**src/rtl/dzcpu_useq.sv**
```systemverilog
// Micro-sequencer for the DZCPU: walks the micro-op ROM from opcode LUT entry points,
// handles the 0xCB page jump, and emits PC/flag/instruction-done strobes.
// Optional watchdog: define DZCPU_USEQ_WATCHDOG_EN to abort instructions after 48 micro-ops.
module dzcpu_useq (
  input  logic        iClock,
  input  logic        iReset,
  input  logic [7:0]  iMop,
  input  logic        iMopValid,
  input  logic [7:0]  iFlowIdx,
  input  logic [7:0]  iCbFlowIdx,
  input  logic [12:0] iUop,
  input  logic        iFlagZ,
  input  logic        iStall,
  output logic [7:0]  oUopAddr,
  output logic [3:0]  oOp,
  output logic [4:0]  oOperand,
  output logic        oOpValid,
  output logic        oPcInc,
  output logic        oFlagUpdate,
  output logic        oInstrDone,
  output logic        oFetch,
  output logic        oWdTimeout
);

  typedef enum logic [1:0] {
    S_FETCH   = 2'd0,
    S_EXEC    = 2'd1,
    S_CB_WAIT = 2'd2
  } state_t;

  localparam logic [3:0] OP_JCB = 4'hF;

  state_t      r_state;
  logic [7:0]  r_upc;

  logic [3:0]  w_flow;
  logic [3:0]  w_op;
  logic [4:0]  w_operand;
  logic        w_run;
  logic        w_jcb;
  logic        w_code_pc_inc;
  logic        w_code_flag_upd;
  logic        w_code_end;
  logic        w_wd_hit;
  logic        w_unused;

  assign w_flow    = iUop[12:9];
  assign w_op      = iUop[8:5];
  assign w_operand = iUop[4:0];
  assign w_run     = (r_state == S_EXEC) && !iStall;
  assign w_jcb     = (w_op == OP_JCB);
  // The opcode byte itself is only consumed through the external LUTs.
  assign w_unused  = ^iMop;

  // Flow-field decode; codes 9-15 fall through as plain op.
  always_comb begin
    w_code_pc_inc   = 1'b0;
    w_code_flag_upd = 1'b0;
    w_code_end      = 1'b0;
    case (w_flow)
      4'd1: w_code_pc_inc = 1'b1;
      4'd2: w_code_end = 1'b1;
      4'd3: begin
        w_code_pc_inc = 1'b1;
        w_code_end    = 1'b1;
      end
      4'd4: begin
        w_code_flag_upd = 1'b1;
        w_code_end      = 1'b1;
      end
      4'd5: begin
        w_code_pc_inc   = 1'b1;
        w_code_flag_upd = 1'b1;
        w_code_end      = 1'b1;
      end
      4'd6: begin
        w_code_pc_inc = 1'b1;
        w_code_end    = iFlagZ;
      end
      4'd7: begin
        w_code_pc_inc = 1'b1;
        w_code_end    = !iFlagZ;
      end
      4'd8: w_code_flag_upd = 1'b1;
      default: w_code_end = 1'b0;
    endcase
  end

`ifdef DZCPU_USEQ_WATCHDOG_EN
  localparam logic [5:0] WD_LIMIT = 6'd48;
  logic [5:0] r_wd_cnt;

  // Hit on the micro-op that brings the count to the limit.
  assign w_wd_hit = w_run && (r_wd_cnt == (WD_LIMIT - 6'd1));

  // Micro-op count since the last entry into EXEC.
  always_ff @(posedge iClock or posedge iReset) begin
    if (iReset) begin
      r_wd_cnt <= 6'd0;
    end else if (iStall) begin
      r_wd_cnt <= r_wd_cnt;
    end else if ((r_state != S_EXEC) && iMopValid) begin
      r_wd_cnt <= 6'd0;
    end else if (w_run) begin
      r_wd_cnt <= r_wd_cnt + 6'd1;
    end else begin
      r_wd_cnt <= r_wd_cnt;
    end
  end
`else
  assign w_wd_hit = 1'b0;
`endif

  // Sequencer state and micro-PC.
  always_ff @(posedge iClock or posedge iReset) begin
    if (iReset) begin
      r_state <= S_FETCH;
      r_upc   <= 8'd0;
    end else if (!iStall) begin
      case (r_state)
        S_FETCH: begin
          if (iMopValid) begin
            r_upc   <= iFlowIdx;
            r_state <= S_EXEC;
          end
        end
        S_CB_WAIT: begin
          if (iMopValid) begin
            r_upc   <= iCbFlowIdx;
            r_state <= S_EXEC;
          end
        end
        S_EXEC: begin
          if (w_wd_hit) begin
            r_state <= S_FETCH;
          end else if (w_jcb) begin
            r_state <= S_CB_WAIT;
          end else if (w_code_end) begin
            r_state <= S_FETCH;
          end else begin
            r_upc <= r_upc + 8'd1;
          end
        end
        default: begin
          r_state <= S_FETCH;
          r_upc   <= 8'd0;
        end
      endcase
    end
  end

  assign oUopAddr    = r_upc;
  assign oFetch      = (r_state == S_FETCH);
  assign oOpValid    = w_run;
  assign oOp         = w_run ? w_op : 4'd0;
  assign oOperand    = w_run ? w_operand : 5'd0;
  assign oPcInc      = w_run && w_code_pc_inc;
  assign oFlagUpdate = w_run && w_code_flag_upd;
  // A jcb hands over to the CB page, so the instruction is not finished yet.
  assign oInstrDone  = w_run && w_code_end && !w_jcb && !w_wd_hit;
  assign oWdTimeout  = w_wd_hit;

endmodule

```
**config.mk**
```make
export PLATFORM = sky130hd
export DESIGN_NAME = dzcpu_useq
export DESIGN_NICKNAME = d
export VERILOG_FILES = /design/src/rtl/dzcpu_useq.sv
export SDC_FILE = /design/constraint.sdc
export NUM_CORES = 1
export LEC_CHECK = 0
export BUFFER_PORTS_ARGS = -buffer_cell sky130_fd_sc_hd__clkbuf_2
export CORE_MARGIN = 5
export CORE_UTILIZATION = 43
export CTS_CLUSTER_SIZE = 12
export DETAILED_ROUTE_END_ITERATION = 7
export HOLD_SLACK_MARGIN = 0.08
export PLACE_DENSITY = 0.85
export SYNTH_ARGS = -nofsm -noshare
export SYNTH_HDL_FRONTEND = slang
export SYNTH_SLANG_ARGS = --single-unit
```
**constraint.sdc**
```tcl
create_clock -name iClock -period 3.7 [get_ports iClock]
set_input_delay 0.185 -clock iClock [delete_from_list [all_inputs] [get_ports iClock]]
set_output_delay 0.185 -clock iClock [all_outputs]
set_load 0.05 [all_outputs]
```
==> results of run 1 <==
[worst paths after layout]
check                                             start                 endpoint
worst max-delay path             r_state[0]$_DFFE_PP0P_               oInstrDone
worst min-delay path                      iCbFlowIdx[1]  oUopAddr[1]$_DFFE_PP0P_
worst max register to register   r_state[0]$_DFFE_PP0P_  oUopAddr[5]$_DFFE_PP0P_
worst min register to register  oUopAddr[7]$_DFFE_PP0P_  oUopAddr[7]$_DFFE_PP0P_
max in group asynchronous                        iReset  oUopAddr[3]$_DFFE_PP0P_
min in group asynchronous                        iReset  oUopAddr[6]$_DFFE_PP0P_
[cells in the final DEF (no fill, tap or decap), drive strengths merged, types with 2 or more instances in the layout]
| cell | Yosys | layout |
|---|---|---|
| clkbuf | 2 | 59 |
| o21ai | 13 | 13 |
| a21oi | 11 | 11 |
| dfrtp | 10 | 10 |
| nand2 | 10 | 10 |
| and2 | 9 | 9 |
| inv | 9 | 9 |
| nor2 | 8 | 8 |
| nor3 | 5 | 5 |
| o22ai | 4 | 4 |
| mux2i | 3 | 3 |
| mux2 | 3 | 3 |
| nand4 | 2 | 2 |
| and4 | 2 | 2 |
| nand3 | 2 | 2 |
[repair_timing]
action / in CTS / in global routing
hold buffers: 1 / 0
gates resized for setup: 0 / 0
hold endpoints to repair: 10 / 0
[sequential cells by signal (all words and copies together), names as in the netlist]
name      cells
r_state       2
oUopAddr      8
[layer usage]
metal | vias to the layer above | global-route usage (%) | part of all wire (%)
met1 | 453 | 19.1 | 42
met4 | 0 | 6.60 | 0.56
met2 | 48 | 27.4 | 47
li1 | 512 | - | -
met3 | 2 | 6.29 | 10
met5 | - | 0 | 0
[cell families (layout without fill, tap and decap cells)]
group           after synthesis  count (layout)  synth area share (%)
buf+inv                      14              69                  7.39
other cells                   1               1                 0.426
fa+ha+maj                     1               1                  1.42
simple gates                 43              43                  28.6
xor+xnor                      1               1                 0.994
compound gates               37              37                  25.6
mux                           6               6                  7.24
flops                        10              10                  28.4
[worst max-delay path, delay by kind of cell, from the launching register on]
kind | cells | cell delay [ns]
simple gates | 3 | 0.59
buf+inv | 2 | 0.43
flops | 1 | 0.74
[cell type report]
| class | instances | area [µm²] |
|---|---|---|
| fill | 194 | 757 |
| timing repair buffer | 56 | 285 |
| clock buffer | 4 | 36.3 |
| sequential | 10 | 250 |
| tap | 27 | 33.8 |
| inverter | 9 | 33.8 |
| multi-input combinational | 89 | 566 |
[report_power, final]
group | internal [mW] | leakage [nW] | switching (mW) | total, mW
clock network | 0.0598 | 0.0210 | 0.0376 | 0.0973
registers | 0.153 | 0.127 | 0.0808 | 0.234
logic | 0.132 | 0.473 | 0.336 | 0.468
total | 0.345 | 0.621 | 0.455 | 0.800
==> report_table.html, run 1 <==
<table>
<tr><th>Metric</th><th>Value</th></tr>
<tr><th colspan="2">Critical path</th></tr>
<tr><td>Capturing element type of the critical path</td><td>output port</td></tr>
<tr><td>Crit path launch type</td><td>flip-flop</td></tr>
<tr><td>FF-to-FF path depth</td><td>7</td></tr>
<tr><td>Critical path cell sequence</td><td>nor2b_2 -&gt; nand2_1 -&gt; inv_2 -&gt; and3_1 -&gt; clkbuf_2</td></tr>
<tr><td>Largest stage delay on the critical path</td><td>0.74 ns</td></tr>
<tr><td>Internal reg-to-reg setup slack</td><td>1.76 ns</td></tr>
<tr><td>Data required time of the worst path</td><td>roughly 3.5 ns</td></tr>
<tr><td>Worst-path maximum fanout</td><td>21</td></tr>
<tr><td>Path type of the worst setup path</td><td>reg2out</td></tr>
<tr><td>CP max stage cell</td><td>sky130_fd_sc_hd__dfrtp_1</td></tr>
<tr><td>Arrival time reported for the critical path endpoint</td><td>2.03 ns</td></tr>
<tr><th colspan="2">Power and ir drop</th></tr>
<tr><td>Leakage power figure</td><td>0.621 nW</td></tr>
<tr><td>Power density normalized to cell area</td><td>664 nW/µm²</td></tr>
<tr><td>Max IR drop VDD</td><td>0.383 mV</td></tr>
<tr><td>Power after layout</td><td>0.800 mW</td></tr>
<tr><th colspan="2">Timing</th></tr>
<tr><td>Post-layout worst setup margin</td><td>1.49 ns</td></tr>
<tr><td>Worst hold slack</td><td>about 0.19 ns</td></tr>
<tr><td>Max Transition Viols Final</td><td>0</td></tr>
<tr><td>Tightest Pin Transition</td><td>0.621 ns</td></tr>
<tr><td>Highest Clock Rate</td><td>452 MHz</td></tr>
<tr><td>Worst relative slew slack</td><td>58.6%</td></tr>
<tr><td>Final Setup Violations</td><td>0</td></tr>
<tr><td>Tcrit/Tclk final</td><td>approximately three fifths</td></tr>
<tr><td>Unrepaired setup endpoints after global routing</td><td>false</td></tr>
<tr><td>Final clock skew</td><td>around 0.0018 ns</td></tr>
<tr><td>Shortest period the worst path allows</td><td>2.21 ns</td></tr>
<tr><td>Final hold violation count</td><td>0</td></tr>
<tr><td>Setup tns final</td><td>0 ns</td></tr>
<tr><th colspan="2">Global route</th></tr>
<tr><td>First-pass GRT wire length</td><td>4220 µm</td></tr>
<tr><td>Largest net degree at the start of global routing</td><td>22</td></tr>
<tr><td>GRT overflow</td><td>0</td></tr>
<tr><td>Initial antenna violation count</td><td>0</td></tr>
<tr><td>Global-route usage over all layers</td><td>16.6%</td></tr>
<tr><td>Via count of the first global-routing pass</td><td>1000</td></tr>
<tr><th colspan="2">Synthesis</th></tr>
<tr><td>Yosys reg bits</td><td>10</td></tr>
<tr><td>Post-synth top cells</td><td>sky130_fd_sc_hd__a21oi_1, sky130_fd_sc_hd__dfrtp_1, sky130_fd_sc_hd__o21ai_0</td></tr>
<tr><td>Most repeated cell in the gate-level netlist after synthesis</td><td>sky130_fd_sc_hd__a21oi_1</td></tr>
<tr><td>Post-synthesis sequential area ratio</td><td>28.4%</td></tr>
<tr><td>Mapped Area</td><td>between 800 and 900 µm²</td></tr>
<tr><td>Post-synthesis instance total</td><td>113</td></tr>
<tr><td>Net count of the mapped netlist</td><td>156</td></tr>
<tr><td>Cell type with the largest total area after synthesis</td><td>sky130_fd_sc_hd__dfrtp_1</td></tr>
<tr><td>Ys flop type</td><td>sky130_fd_sc_hd__dfrtp_1</td></tr>
<tr><td>Leading post-synthesis cells by cell area</td><td>sky130_fd_sc_hd__dfrtp_1, sky130_fd_sc_hd__and2_1, sky130_fd_sc_hd__a21oi_1</td></tr>
<tr><td>Number of warnings reported in the yosys synthesis log</td><td>0</td></tr>
<tr><td>Count of flip-flops with a built-in enable after synthesis</td><td>0</td></tr>
<tr><td>Post-synth top area share</td><td>28.4%</td></tr>
<tr><td>Share of synthesized registers carrying an async set or reset</td><td>100%</td></tr>
<tr><td>Syn Area/Cell</td><td>7.80 µm²</td></tr>
<tr><td>Number of distinct library cells after synthesis</td><td>42</td></tr>
<tr><th colspan="2">Floorplanning</th></tr>
<tr><td>Core area</td><td>1960 µm²</td></tr>
<tr><td>Die X-Extent</td><td>about 55 µm</td></tr>
<tr><td>Starting Density</td><td>44.9%</td></tr>
<tr><td>Die Ht</td><td>55.3 µm</td></tr>
<tr><td>Total number of placement rows</td><td>16</td></tr>
<tr><td>Overall die area</td><td>3050 µm²</td></tr>
<tr><td>Number of placed I/O pins</td><td>65</td></tr>
<tr><th colspan="2">CTS</th></tr>
<tr><td>Cell chosen for the clock root</td><td>sky130_fd_sc_hd__clkbuf_4</td></tr>
<tr><td>Buffers inserted during post-CTS setup optimization</td><td>0</td></tr>
<tr><td>Clock buffer count from CTS</td><td>3</td></tr>
<tr><td>Clock Sink Count</td><td>10</td></tr>
<tr><td>Clock tree from TritonCTS</td><td>built</td></tr>
<tr><td>Skew-Pair Late Insertion Delay</td><td>0.26 ns</td></tr>
<tr><td>Max H-tree Level</td><td>1</td></tr>
<tr><td>Clock slew seen by the registers of the worst setup and hold paths</td><td>0.06 ns</td></tr>
<tr><td>Maximum root-to-sink buffer count</td><td>2</td></tr>
<tr><th colspan="2">Run status</th></tr>
<tr><td>Status</td><td>completed</td></tr>
<tr><th colspan="2">Placement</th></tr>
<tr><td># port buffers</td><td>55</td></tr>
<tr><td>Weighted congestion reported at the end of routability-driven placement</td><td>0.805</td></tr>
<tr><td>Post-place instance area</td><td>1160 µm²</td></tr>
<tr><td>Cell total after placement</td><td>190</td></tr>
<tr><td>Setup WS pre-CTS</td><td>1.77 ns</td></tr>
<tr><td>Post-DP HPWL</td><td>2000 µm</td></tr>
<tr><th colspan="2">Final layout</th></tr>
<tr><td>Number of cells in the finished layout apart from fillers</td><td>195</td></tr>
<tr><td>Area added between synthesis and finish</td><td>36.8%</td></tr>
<tr><td>Final design instance area without fill</td><td>1200 µm²</td></tr>
<tr><td>Antenna diode instance count</td><td>0</td></tr>
<tr><td>Number of nets in the layout</td><td>roughly 210</td></tr>
<tr><td>Fraction of layout instances using a drive strength above 1</td><td>~43%</td></tr>
<tr><td>Final core occ</td><td>61.4%</td></tr>
<tr><th colspan="2">Route</th></tr>
<tr><td>Total routed wirelength</td><td>around 2500 µm</td></tr>
<tr><td>Wire length per cell</td><td>between 10 and 15 µm</td></tr>
<tr><td>Via Count</td><td>1015</td></tr>
<tr><td>Average vias per placed instance</td><td>around 5.2</td></tr>
<tr><td>Number of design-rule violations left by the first detailed-router iteration</td><td>12</td></tr>
<tr><td>Iteration count of the initial detailed-routing pass</td><td>4</td></tr>
<tr><td>Number of nets still failing antenna checks after routing</td><td>0</td></tr>
<tr><td>DRC violation count after routing</td><td>0</td></tr>
<tr><th colspan="2">Worst hold path</th></tr>
<tr><td>Type of the most critical hold path</td><td>in2reg</td></tr>
<tr><td>Hold depth</td><td>3</td></tr>
<tr><th colspan="2">Job</th></tr>
<tr><td>Maximum Capacitance Violations</td><td>0</td></tr>
</table>
(Power assumes the default switching activity.)
==> run 2: changes to the inputs <==
--- a/config.mk
+++ b/config.mk
@@ -7,11 +7,11 @@
 export LEC_CHECK = 0
 export BUFFER_PORTS_ARGS = -buffer_cell sky130_fd_sc_hd__clkbuf_2
 export CORE_MARGIN = 5
-export CORE_UTILIZATION = 43
+export CORE_UTILIZATION = 40
 export CTS_CLUSTER_SIZE = 12
 export DETAILED_ROUTE_END_ITERATION = 7
 export HOLD_SLACK_MARGIN = 0.08
-export PLACE_DENSITY = 0.85
+export PLACE_DENSITY = 0.8
 export SYNTH_ARGS = -nofsm -noshare
 export SYNTH_HDL_FRONTEND = slang
 export SYNTH_SLANG_ARGS = --single-unit
==> constraint.sdc (replaced) <==
create_clock -name iClock -period 2.21 [get_ports iClock]
set_input_delay 0.1105 -clock iClock [delete_from_list [all_inputs] [get_ports iClock]]
set_output_delay 0.1105 -clock iClock [all_outputs]
set_load 0.05 [all_outputs]
==> run 2 against run 1 <==
Effect of this change:
- first-iteration DRC count up 8.3%
- sequential power up 57%
- worst setup slack lost 1.2 ns
- largest cell class unchanged
- combinational power is 73% higher
- sequential cell count is the same
- critical endpoint unchanged
- worst hold slack got worse by 0.069 ns
- total power rose by 62%
- cell area increased by 0.21%
- via count is 2.5% higher
- final cell count grew 1.0%
- non-clock buffer count up 2
- wire length is essentially flat
==> report_table.html, run 2 (synthesis gave the netlist of run 1 again) <==
<table>
<tr><th>Metric</th><th>Value</th></tr>
<tr><th colspan="2">Run status</th></tr>
<tr><td>Status</td><td>completed (unchanged)</td></tr>
<tr><th colspan="2">Worst hold path</th></tr>
<tr><td>Type of the most critical hold path</td><td>in2reg (unchanged)</td></tr>
<tr><td>Hold depth</td><td>3 (unchanged)</td></tr>
<tr><td>Critical hold path startpoint</td><td>iCbFlowIdx[6] (was iCbFlowIdx[1])</td></tr>
<tr><td>Hold Path Sink</td><td>oUopAddr[6]$_DFFE_PP0P_ (was oUopAddr[1]$_DFFE_PP0P_)</td></tr>
<tr><th colspan="2">Timing</th></tr>
<tr><td>Max Transition Viols Final</td><td>0 (unchanged)</td></tr>
<tr><td>Setup tns final</td><td>0 ns (unchanged)</td></tr>
<tr><td>Tcrit/Tclk final</td><td>between 80% and 90%</td></tr>
<tr><td>Final Setup Violations</td><td>0 (unchanged)</td></tr>
<tr><td>Final hold violation count</td><td>0 (unchanged)</td></tr>
<tr><td>Unrepaired setup endpoints after global routing</td><td>false (unchanged)</td></tr>
<tr><td>Post-layout worst setup margin</td><td>0.318 ns (was 1.49 ns)</td></tr>
<tr><td>Highest Clock Rate</td><td>529 MHz</td></tr>
<tr><td>Final clock skew</td><td>0.000961 ns (was 0.00178 ns)</td></tr>
<tr><td>Shortest period the worst path allows</td><td>~1.9 ns</td></tr>
<tr><th colspan="2">Global route</th></tr>
<tr><td>Largest net degree at the start of global routing</td><td>14 (was 22)</td></tr>
<tr><td>GRT overflow</td><td>0 (unchanged)</td></tr>
<tr><td>Initial antenna violation count</td><td>0 (unchanged)</td></tr>
<tr><td>Via count of the first global-routing pass</td><td>1059 (was 1000)</td></tr>
<tr><td>Global-route usage over all layers</td><td>15.7% (was 16.6%)</td></tr>
<tr><td>First-pass GRT wire length</td><td>4190 µm (was 4220 µm)</td></tr>
<tr><th colspan="2">Route</th></tr>
<tr><td>Average vias per placed instance</td><td>5.28 (was 5.21)</td></tr>
<tr><td>DRC violation count after routing</td><td>0 (unchanged)</td></tr>
<tr><td>Total routed wirelength</td><td>2490 µm (about the same)</td></tr>
<tr><td>Number of nets still failing antenna checks after routing</td><td>0 (unchanged)</td></tr>
<tr><td>Number of design-rule violations left by the first detailed-router iteration</td><td>13 (was 12)</td></tr>
<tr><td>Wire length per cell</td><td>12.6 µm (was 12.8 µm)</td></tr>
<tr><td>Iteration count of the initial detailed-routing pass</td><td>4 (unchanged)</td></tr>
<tr><td>Via Count</td><td>1040 (was 1015)</td></tr>
<tr><th colspan="2">Placement</th></tr>
<tr><td>Cell total after placement</td><td>193 (was 190)</td></tr>
<tr><td>Setup WS pre-CTS</td><td>0.533 ns (was 1.77 ns)</td></tr>
<tr><td># port buffers</td><td>55 (unchanged)</td></tr>
<tr><td>Weighted congestion reported at the end of routability-driven placement</td><td>0.808 (was 0.805)</td></tr>
<tr><td>Post-DP HPWL</td><td>2060 µm (was 2000 µm)</td></tr>
<tr><th colspan="2">Floorplanning</th></tr>
<tr><td>Number of placed I/O pins</td><td>65 (unchanged)</td></tr>
<tr><td>Starting Density</td><td>41.0% (was 44.9%)</td></tr>
<tr><td>Total number of placement rows</td><td>17 (was 16)</td></tr>
<tr><td>Overall die area</td><td>3240 µm² (was 3050 µm²)</td></tr>
<tr><td>Die Ht</td><td>56.9 µm (was 55.3 µm)</td></tr>
<tr><td>Die X-Extent</td><td>56.9 µm (was 55.3 µm)</td></tr>
<tr><td>Core area</td><td>2150 µm² (was 1960 µm²)</td></tr>
<tr><th colspan="2">Power and ir drop</th></tr>
<tr><td>Power density normalized to cell area</td><td>1070 nW/µm² (was 664 nW/µm²)</td></tr>
<tr><td>Leakage power figure</td><td>0.624 nW (was 0.621 nW)</td></tr>
<tr><td>Max IR drop VDD</td><td>0.645 mV (was 0.383 mV)</td></tr>
<tr><th colspan="2">Critical path</th></tr>
<tr><td>FF-to-FF path depth</td><td>7 (unchanged)</td></tr>
<tr><td>Reg-to-Reg End</td><td>oUopAddr[5]$_DFFE_PP0P_ (unchanged)</td></tr>
<tr><td>Arrival time reported for the critical path endpoint</td><td>1.78 ns (was 2.03 ns)</td></tr>
<tr><td>Largest stage delay on the critical path</td><td>0.54 ns (was 0.74 ns)</td></tr>
<tr><td>Data required time of the worst path</td><td>2.10 ns (was 3.51 ns)</td></tr>
<tr><td>Crit path launch type</td><td>flip-flop (unchanged)</td></tr>
<tr><td>Origin of the critical flop-to-flop path</td><td>r_state[0]$_DFFE_PP0P_ (unchanged)</td></tr>
<tr><td>Capturing element type of the critical path</td><td>output port (unchanged)</td></tr>
<tr><td>Worst-path maximum fanout</td><td>12 (was 21)</td></tr>
<tr><td>Path type of the worst setup path</td><td>reg2out (unchanged)</td></tr>
<tr><td>Internal reg-to-reg setup slack</td><td>0.52 ns (was 1.76 ns)</td></tr>
<tr><td>CP max stage cell</td><td>sky130_fd_sc_hd__dfrtp_1 (unchanged)</td></tr>
<tr><td>Critical path cell sequence</td><td>nor2b_2 -&gt; nand2_1 -&gt; inv_2 -&gt; and3_1 -&gt; clkbuf_2 (unchanged)</td></tr>
<tr><th colspan="2">CTS</th></tr>
<tr><td>Skew-Pair Late Insertion Delay</td><td>0.26 ns (about the same)</td></tr>
<tr><td>CTS resizes</td><td>0 (unchanged)</td></tr>
<tr><td>Buffers inserted during post-CTS setup optimization</td><td>0 (unchanged)</td></tr>
<tr><td>Clock Sink Count</td><td>10 (unchanged)</td></tr>
<tr><td>Clock buffer count from CTS</td><td>3 (unchanged)</td></tr>
<tr><td>Clock tree from TritonCTS</td><td>built (unchanged)</td></tr>
<tr><td># hold bufs at CTS</td><td>1 (unchanged)</td></tr>
<tr><td>Clock slew seen by the registers of the worst setup and hold paths</td><td>0.06 ns (about the same)</td></tr>
<tr><td>Max H-tree Level</td><td>1 (unchanged)</td></tr>
<tr><td>Maximum root-to-sink buffer count</td><td>2 (unchanged)</td></tr>
<tr><td>Cell chosen for the clock root</td><td>sky130_fd_sc_hd__clkbuf_4 (unchanged)</td></tr>
<tr><th colspan="2">Final layout</th></tr>
<tr><td>Area added between synthesis and finish</td><td>37.1% (was 36.8%)</td></tr>
<tr><td>Number of cells in the finished layout apart from fillers</td><td>197 (was 195)</td></tr>
<tr><td>Antenna diode instance count</td><td>0 (unchanged)</td></tr>
<tr><td>Number of flip-flops in the largest register</td><td>8 (unchanged)</td></tr>
<tr><td>Top library cells by usage in the layout, fill and taps aside</td><td>sky130_fd_sc_hd__clkbuf_2, sky130_fd_sc_hd__a21oi_1, sky130_fd_sc_hd__o21ai_0, sky130_fd_sc_hd__dfrtp_1, sky130_fd_sc_hd__and2_1 (unchanged)</td></tr>
<tr><td>Most common library cell in the layout ignoring fill and taps</td><td>sky130_fd_sc_hd__clkbuf_2 (unchanged)</td></tr>
<tr><td>Number of nets in the layout</td><td>214 (was 212)</td></tr>
<tr><td>Combined flip-flop and latch cell area</td><td>250 µm² (unchanged)</td></tr>
<tr><td>Area of the multi-input gates</td><td>566 µm² (unchanged)</td></tr>
<tr><td>Fraction of layout instances using a drive strength above 1</td><td>43.8% (was 43.5%)</td></tr>
<tr><td>Count of filler cells inserted in the layout</td><td>218 (was 194)</td></tr>
<tr><th colspan="2">Job</th></tr>
<tr><td>Maximum Capacitance Violations</td><td>0 (unchanged)</td></tr>
</table>
==> run 2: worst max path at each step <==
stage	start	to	cells after the start
after floorplan	r_state[1]$_DFFE_PP0P_	oOp[0]	5
after global placement	r_state[0]$_DFFE_PP0P_	oUopAddr[3]$_DFFE_PP0P_	7
after detailed placement	r_state[0]$_DFFE_PP0P_	oUopAddr[4]$_DFFE_PP0P_	7
after CTS	r_state[0]$_DFFE_PP0P_	oInstrDone	5
after global routing	r_state[0]$_DFFE_PP0P_	oInstrDone	5
final	r_state[0]$_DFFE_PP0P_	oInstrDone	5
==> run 2: metal layers <==
metal,vias up,wire (µm),GRT usage (%)
met5,-,0,0
met4,0,30,4.97
met2,53,1110,25.8
met3,3,307,5.52
met1,470,1040,19.2
li1,514,-,-
==> run 2: layout make-up <==
| type | instances | share of cell area (%) |
|---|---|---|
| multi-input cells | 89 | 46.8 |
| inverters | 9 | 2.80 |
| repair buffers | 58 | 24.9 |
| flip-flops and latches | 10 | 20.7 |
| well taps | 28 | 2.90 |
| clock buffers | 3 | 1.87 |
==> run 2: report_power, final <==
part           internal [mW]  total [mW]  switching (mW)  leakage [nW]
Sequential             0.257       0.367           0.109         0.127
Combinational          0.227       0.809           0.582         0.483
Clock                 0.0627       0.120          0.0575        0.0138
Total                  0.547        1.30           0.749         0.624
==> run 2: through the flow <==
stage / hold WS, ns / power, mW / area [µm²] / util [%]
after floorplan: -0.0493 / 0.983 / 881 / -
after global placement: 0.0809 / 1.16 / 1170 / 54.7
after detailed placement: 0.0930 / 1.18 / 1170 / 54.7
after CTS: 0.114 / 1.31 / 1210 / 56.2
after global routing: 0.125 / 1.40 / 1210 / 56.2
final: 0.121 / 1.30 / 1210 / 56.2
==> run 2: critical path: cells and delay by family, from the launching register on <==
family	cells	cell delay, ns
buf+inv	2	0.42
simple gates	3	0.56
flops	1	0.54
==> run 3: changes to the inputs <==
==> constraint.sdc (replaced) <==
create_clock -name iClock -period 2.21 [get_ports iClock]
set_input_delay 0.5525 -clock iClock [delete_from_list [all_inputs] [get_ports iClock]]
set_output_delay 0.5525 -clock iClock [all_outputs]
set_load 0.05 [all_outputs]
==> run 3 against run 2 <==
Effect of this change:
- worst setup slack lost 0.22 ns
- largest cell class unchanged
- highest routed layer unchanged
- worst hold slack better by 0.12 ns
- sequential power is 3% lower
- sequential cell count did not move
- final cell count increased by 0.51%
- first-iteration DRC count rose to 2.8 times the previous value
- register-to-register slack improved by 0.06 ns
==> report_table.html, run 3 (synthesis gave the netlist of run 1 again) <==
<table>
<tr><th>Metric</th><th>Value</th></tr>
<tr><th colspan="2">Timing</th></tr>
<tr><td>Final Setup Violations</td><td>0 (unchanged)</td></tr>
<tr><td>Final clock skew</td><td>0.00142 ns (was 0.000961 ns)</td></tr>
<tr><td>Tcrit/Tclk final</td><td>95.5% (was 85.6%)</td></tr>
<tr><td>Max Transition Viols Final</td><td>0 (unchanged)</td></tr>
<tr><td>Highest Clock Rate</td><td>474 MHz (was 529 MHz)</td></tr>
<tr><td>Final hold violation count</td><td>0 (unchanged)</td></tr>
<tr><td>Shortest period the worst path allows</td><td>2.11 ns (was 1.89 ns)</td></tr>
<tr><td>Worst hold slack</td><td>0.238 ns (was 0.121 ns)</td></tr>
<tr><td>Setup tns final</td><td>0 ns (unchanged)</td></tr>
<tr><td>Unrepaired setup endpoints after global routing</td><td>false (unchanged)</td></tr>
<tr><th colspan="2">Route</th></tr>
<tr><td>Total routed wirelength</td><td>2550 µm (was 2490 µm)</td></tr>
<tr><td>Number of design-rule violations left by the first detailed-router iteration</td><td>36 (was 13)</td></tr>
<tr><td>Via Count</td><td>1038 (was 1040)</td></tr>
<tr><td>Number of nets still failing antenna checks after routing</td><td>0 (unchanged)</td></tr>
<tr><td>DRC violation count after routing</td><td>0 (unchanged)</td></tr>
<tr><td>Average vias per placed instance</td><td>5.24 (was 5.28)</td></tr>
<tr><td>Wire length per cell</td><td>12.9 µm (was 12.6 µm)</td></tr>
<tr><td>Iteration count of the initial detailed-routing pass</td><td>4 (unchanged)</td></tr>
<tr><th colspan="2">Critical path</th></tr>
<tr><td>Worst path buffer plus inverter count</td><td>2 (unchanged)</td></tr>
<tr><td>Capturing element type of the critical path</td><td>output port (unchanged)</td></tr>
<tr><td>CP max stage cell</td><td>sky130_fd_sc_hd__dfrtp_1 (unchanged)</td></tr>
<tr><td>Arrival time reported for the critical path endpoint</td><td>1.56 ns (was 1.78 ns)</td></tr>
<tr><td>Reg-to-Reg End</td><td>oUopAddr[6]$_DFFE_PP0P_ (was oUopAddr[5]$_DFFE_PP0P_)</td></tr>
<tr><td>Critical path cell sequence</td><td>nor2b_2 -&gt; nand2_1 -&gt; inv_2 -&gt; and2_1 -&gt; buf_2 (was nor2b_2 -&gt; nand2_1 -&gt; inv_2 -&gt; and3_1 -&gt; clkbuf_2)</td></tr>
<tr><td>Path type of the worst setup path</td><td>reg2out (unchanged)</td></tr>
<tr><td>Largest delay share family, worst path</td><td>simple AND/OR/NAND/NOR gates (unchanged)</td></tr>
<tr><td>Worst-path maximum fanout</td><td>12 (unchanged)</td></tr>
<tr><td>Data required time of the worst path</td><td>1.66 ns (was 2.10 ns)</td></tr>
<tr><td>FF-to-FF path depth</td><td>6 (was 7)</td></tr>
<tr><td>Origin of the critical flop-to-flop path</td><td>oUopAddr[0]$_DFFE_PP0P_ (was r_state[0]$_DFFE_PP0P_)</td></tr>
<tr><td>Crit path launch type</td><td>flip-flop (unchanged)</td></tr>
<tr><td>Largest stage delay on the critical path</td><td>0.40 ns (was 0.54 ns)</td></tr>
<tr><td>Internal reg-to-reg setup slack</td><td>0.58 ns (was 0.52 ns)</td></tr>
<tr><th colspan="2">CTS</th></tr>
<tr><td>Max H-tree Level</td><td>1 (unchanged)</td></tr>
<tr><td>Skew-Pair Late Insertion Delay</td><td>0.27 ns (was 0.26 ns)</td></tr>
<tr><td>Maximum root-to-sink buffer count</td><td>2 (unchanged)</td></tr>
<tr><td>Clock buffer count from CTS</td><td>3 (unchanged)</td></tr>
<tr><td>CTS resizes</td><td>0 (unchanged)</td></tr>
<tr><td># hold bufs at CTS</td><td>0 (was 1)</td></tr>
<tr><td>Buffers inserted during post-CTS setup optimization</td><td>0 (unchanged)</td></tr>
<tr><td>Clock slew seen by the registers of the worst setup and hold paths</td><td>0.07 ns (was 0.06 ns)</td></tr>
<tr><td>Cell chosen for the clock root</td><td>sky130_fd_sc_hd__clkbuf_4 (unchanged)</td></tr>
<tr><td>Clock tree from TritonCTS</td><td>built (unchanged)</td></tr>
<tr><td>Clock Sink Count</td><td>10 (unchanged)</td></tr>
<tr><th colspan="2">Floorplanning</th></tr>
<tr><td>Starting Density</td><td>41.0% (unchanged)</td></tr>
<tr><td>Total number of placement rows</td><td>17 (unchanged)</td></tr>
<tr><td>Die Ht</td><td>56.9 µm (unchanged)</td></tr>
<tr><td>Overall die area</td><td>3240 µm² (unchanged)</td></tr>
<tr><td>Core area</td><td>2150 µm² (unchanged)</td></tr>
<tr><td>Die X-Extent</td><td>56.9 µm (unchanged)</td></tr>
<tr><td>Number of placed I/O pins</td><td>65 (unchanged)</td></tr>
<tr><th colspan="2">Global route</th></tr>
<tr><td>First-pass GRT wire length</td><td>4350 µm (was 4190 µm)</td></tr>
<tr><td>Largest net degree at the start of global routing</td><td>21 (was 14)</td></tr>
<tr><td>GRT overflow</td><td>0 (unchanged)</td></tr>
<tr><td>Via count of the first global-routing pass</td><td>1036 (was 1059)</td></tr>
<tr><td>Initial antenna violation count</td><td>0 (unchanged)</td></tr>
<tr><td>Global-route usage over all layers</td><td>16.3% (was 15.7%)</td></tr>
<tr><th colspan="2">Final layout</th></tr>
<tr><td>Top library cells by usage in the layout, fill and taps aside</td><td>sky130_fd_sc_hd__clkbuf_2, sky130_fd_sc_hd__a21oi_1, sky130_fd_sc_hd__o21ai_0, sky130_fd_sc_hd__dfrtp_1 (was sky130_fd_sc_hd__clkbuf_2, sky130_fd_sc_hd__a21oi_1, sky130_fd_sc_hd__o21ai_0, sky130_fd_sc_hd__dfrtp_1, sky130_fd_sc_hd__and2_1)</td></tr>
<tr><td>Number of nets in the layout</td><td>214 (unchanged)</td></tr>
<tr><td>Number of cells in the finished layout apart from fillers</td><td>198 (was 197)</td></tr>
<tr><td>Antenna diode instance count</td><td>0 (unchanged)</td></tr>
<tr><td>Area added between synthesis and finish</td><td>41.2% (was 37.1%)</td></tr>
<tr><td>Most common library cell in the layout ignoring fill and taps</td><td>sky130_fd_sc_hd__clkbuf_2 (unchanged)</td></tr>
<tr><td>Count of filler cells inserted in the layout</td><td>203 (was 218)</td></tr>
<tr><td>Number of flip-flops in the largest register</td><td>8 (unchanged)</td></tr>
<tr><td>Fraction of layout instances using a drive strength above 1</td><td>45.9% (was 43.8%)</td></tr>
<tr><th colspan="2">Placement</th></tr>
<tr><td>Weighted congestion reported at the end of routability-driven placement</td><td>0.741 (was 0.808)</td></tr>
<tr><td>Post-DP HPWL</td><td>2000 µm (was 2060 µm)</td></tr>
<tr><td># port buffers</td><td>55 (unchanged)</td></tr>
<tr><td>Cell total after placement</td><td>194 (was 193)</td></tr>
<tr><th colspan="2">Power and ir drop</th></tr>
<tr><td>Max IR drop VDD</td><td>0.553 mV (was 0.645 mV)</td></tr>
<tr><td>Leakage power figure</td><td>0.637 nW (was 0.624 nW)</td></tr>
<tr><td>Power density normalized to cell area</td><td>1100 nW/µm² (was 1070 nW/µm²)</td></tr>
<tr><th colspan="2">Worst hold path</th></tr>
<tr><td>Type of the most critical hold path</td><td>in2async (was in2reg)</td></tr>
<tr><th colspan="2">Job</th></tr>
<tr><td>Maximum Capacitance Violations</td><td>0 (unchanged)</td></tr>
<tr><th colspan="2">Run status</th></tr>
<tr><td>Status</td><td>completed (unchanged)</td></tr>
</table>
run 3: changes by cell type in the layout (fill, tap and decap cells not counted):
cell                            previous run  this run
sky130_fd_sc_hd__buf_4                     2         3
sky130_fd_sc_hd__clkbuf_8                  0         1
sky130_fd_sc_hd__clkbuf_4                  3         9
sky130_fd_sc_hd__nor3_2                    0         2
sky130_fd_sc_hd__dlygate4sd3_1             1         0
sky130_fd_sc_hd__nor3_1                    5         3
sky130_fd_sc_hd__buf_2                     0         4
sky130_fd_sc_hd__clkbuf_2                 55        45
run 3: how the worst max path moves through the flow:
| stage | startpoint | cells after the start | end | slack, ns |
|---|---|---|---|---|
| 3_5_place_dp | iStall | 6 | oInstrDone | 0.20 |
| 2_1_floorplan | iStall | 5 | oOp[0] | 0.06 |
| 5_1_grt | r_state[1]$_DFFE_PP0P_ | 5 | oOperand[1] | 0.004 |
| 6_report | r_state[1]$_DFFE_PP0P_ | 5 | oOp[2] | 0.1 |
| 3_3_place_gp | iUop[12] | 5 | oInstrDone | 0.22 |
| 4_1_cts | r_state[1]$_DFFE_PP0P_ | 5 | oInstrDone | 0.05 |
run 3: power by group:
part	leakage (nW)	internal, mW	switching (mW)	total, mW
Combinational	0.490	0.235	0.601	0.836
Clock	0.0210	0.100	0.0702	0.170
Sequential	0.127	0.257	0.100	0.357
Total	0.637	0.592	0.772	1.36
run 3: metrics by stage:
step | cell area (µm²) | utilization (%) | power, mW | setup WS, ns
3_3_place_gp | 1190 | 55.5 | 1.17 | 0.216
5_1_grt | 1240 | 57.9 | 1.45 | 0.00412
4_1_cts | 1230 | 57.2 | 1.36 | 0.0536
3_5_place_dp | 1190 | 55.5 | 1.19 | 0.196
2_1_floorplan | 892 | - | 0.986 | 0.0642
6_report | 1240 | 57.9 | 1.36 | 0.0986
run 3: cell type report:
cell class	count	area (µm²)	area share, %
clock buffers	4	36.3	2.92
multi-input cells	89	576	46.3
flip-flops and latches	10	250	20.1
inverters	9	33.8	2.72
repair buffers	58	313	25.2
well taps	28	35.0	2.82
run 3: metal layers:
layer	global-route usage [%]	vias to the layer above	share of wire, %
li1	-	511	-
met3	4.60	3	10
met2	27.4	58	44
met4	3.31	0	0.75
met5	0	-	0
met1	20.7	466	45
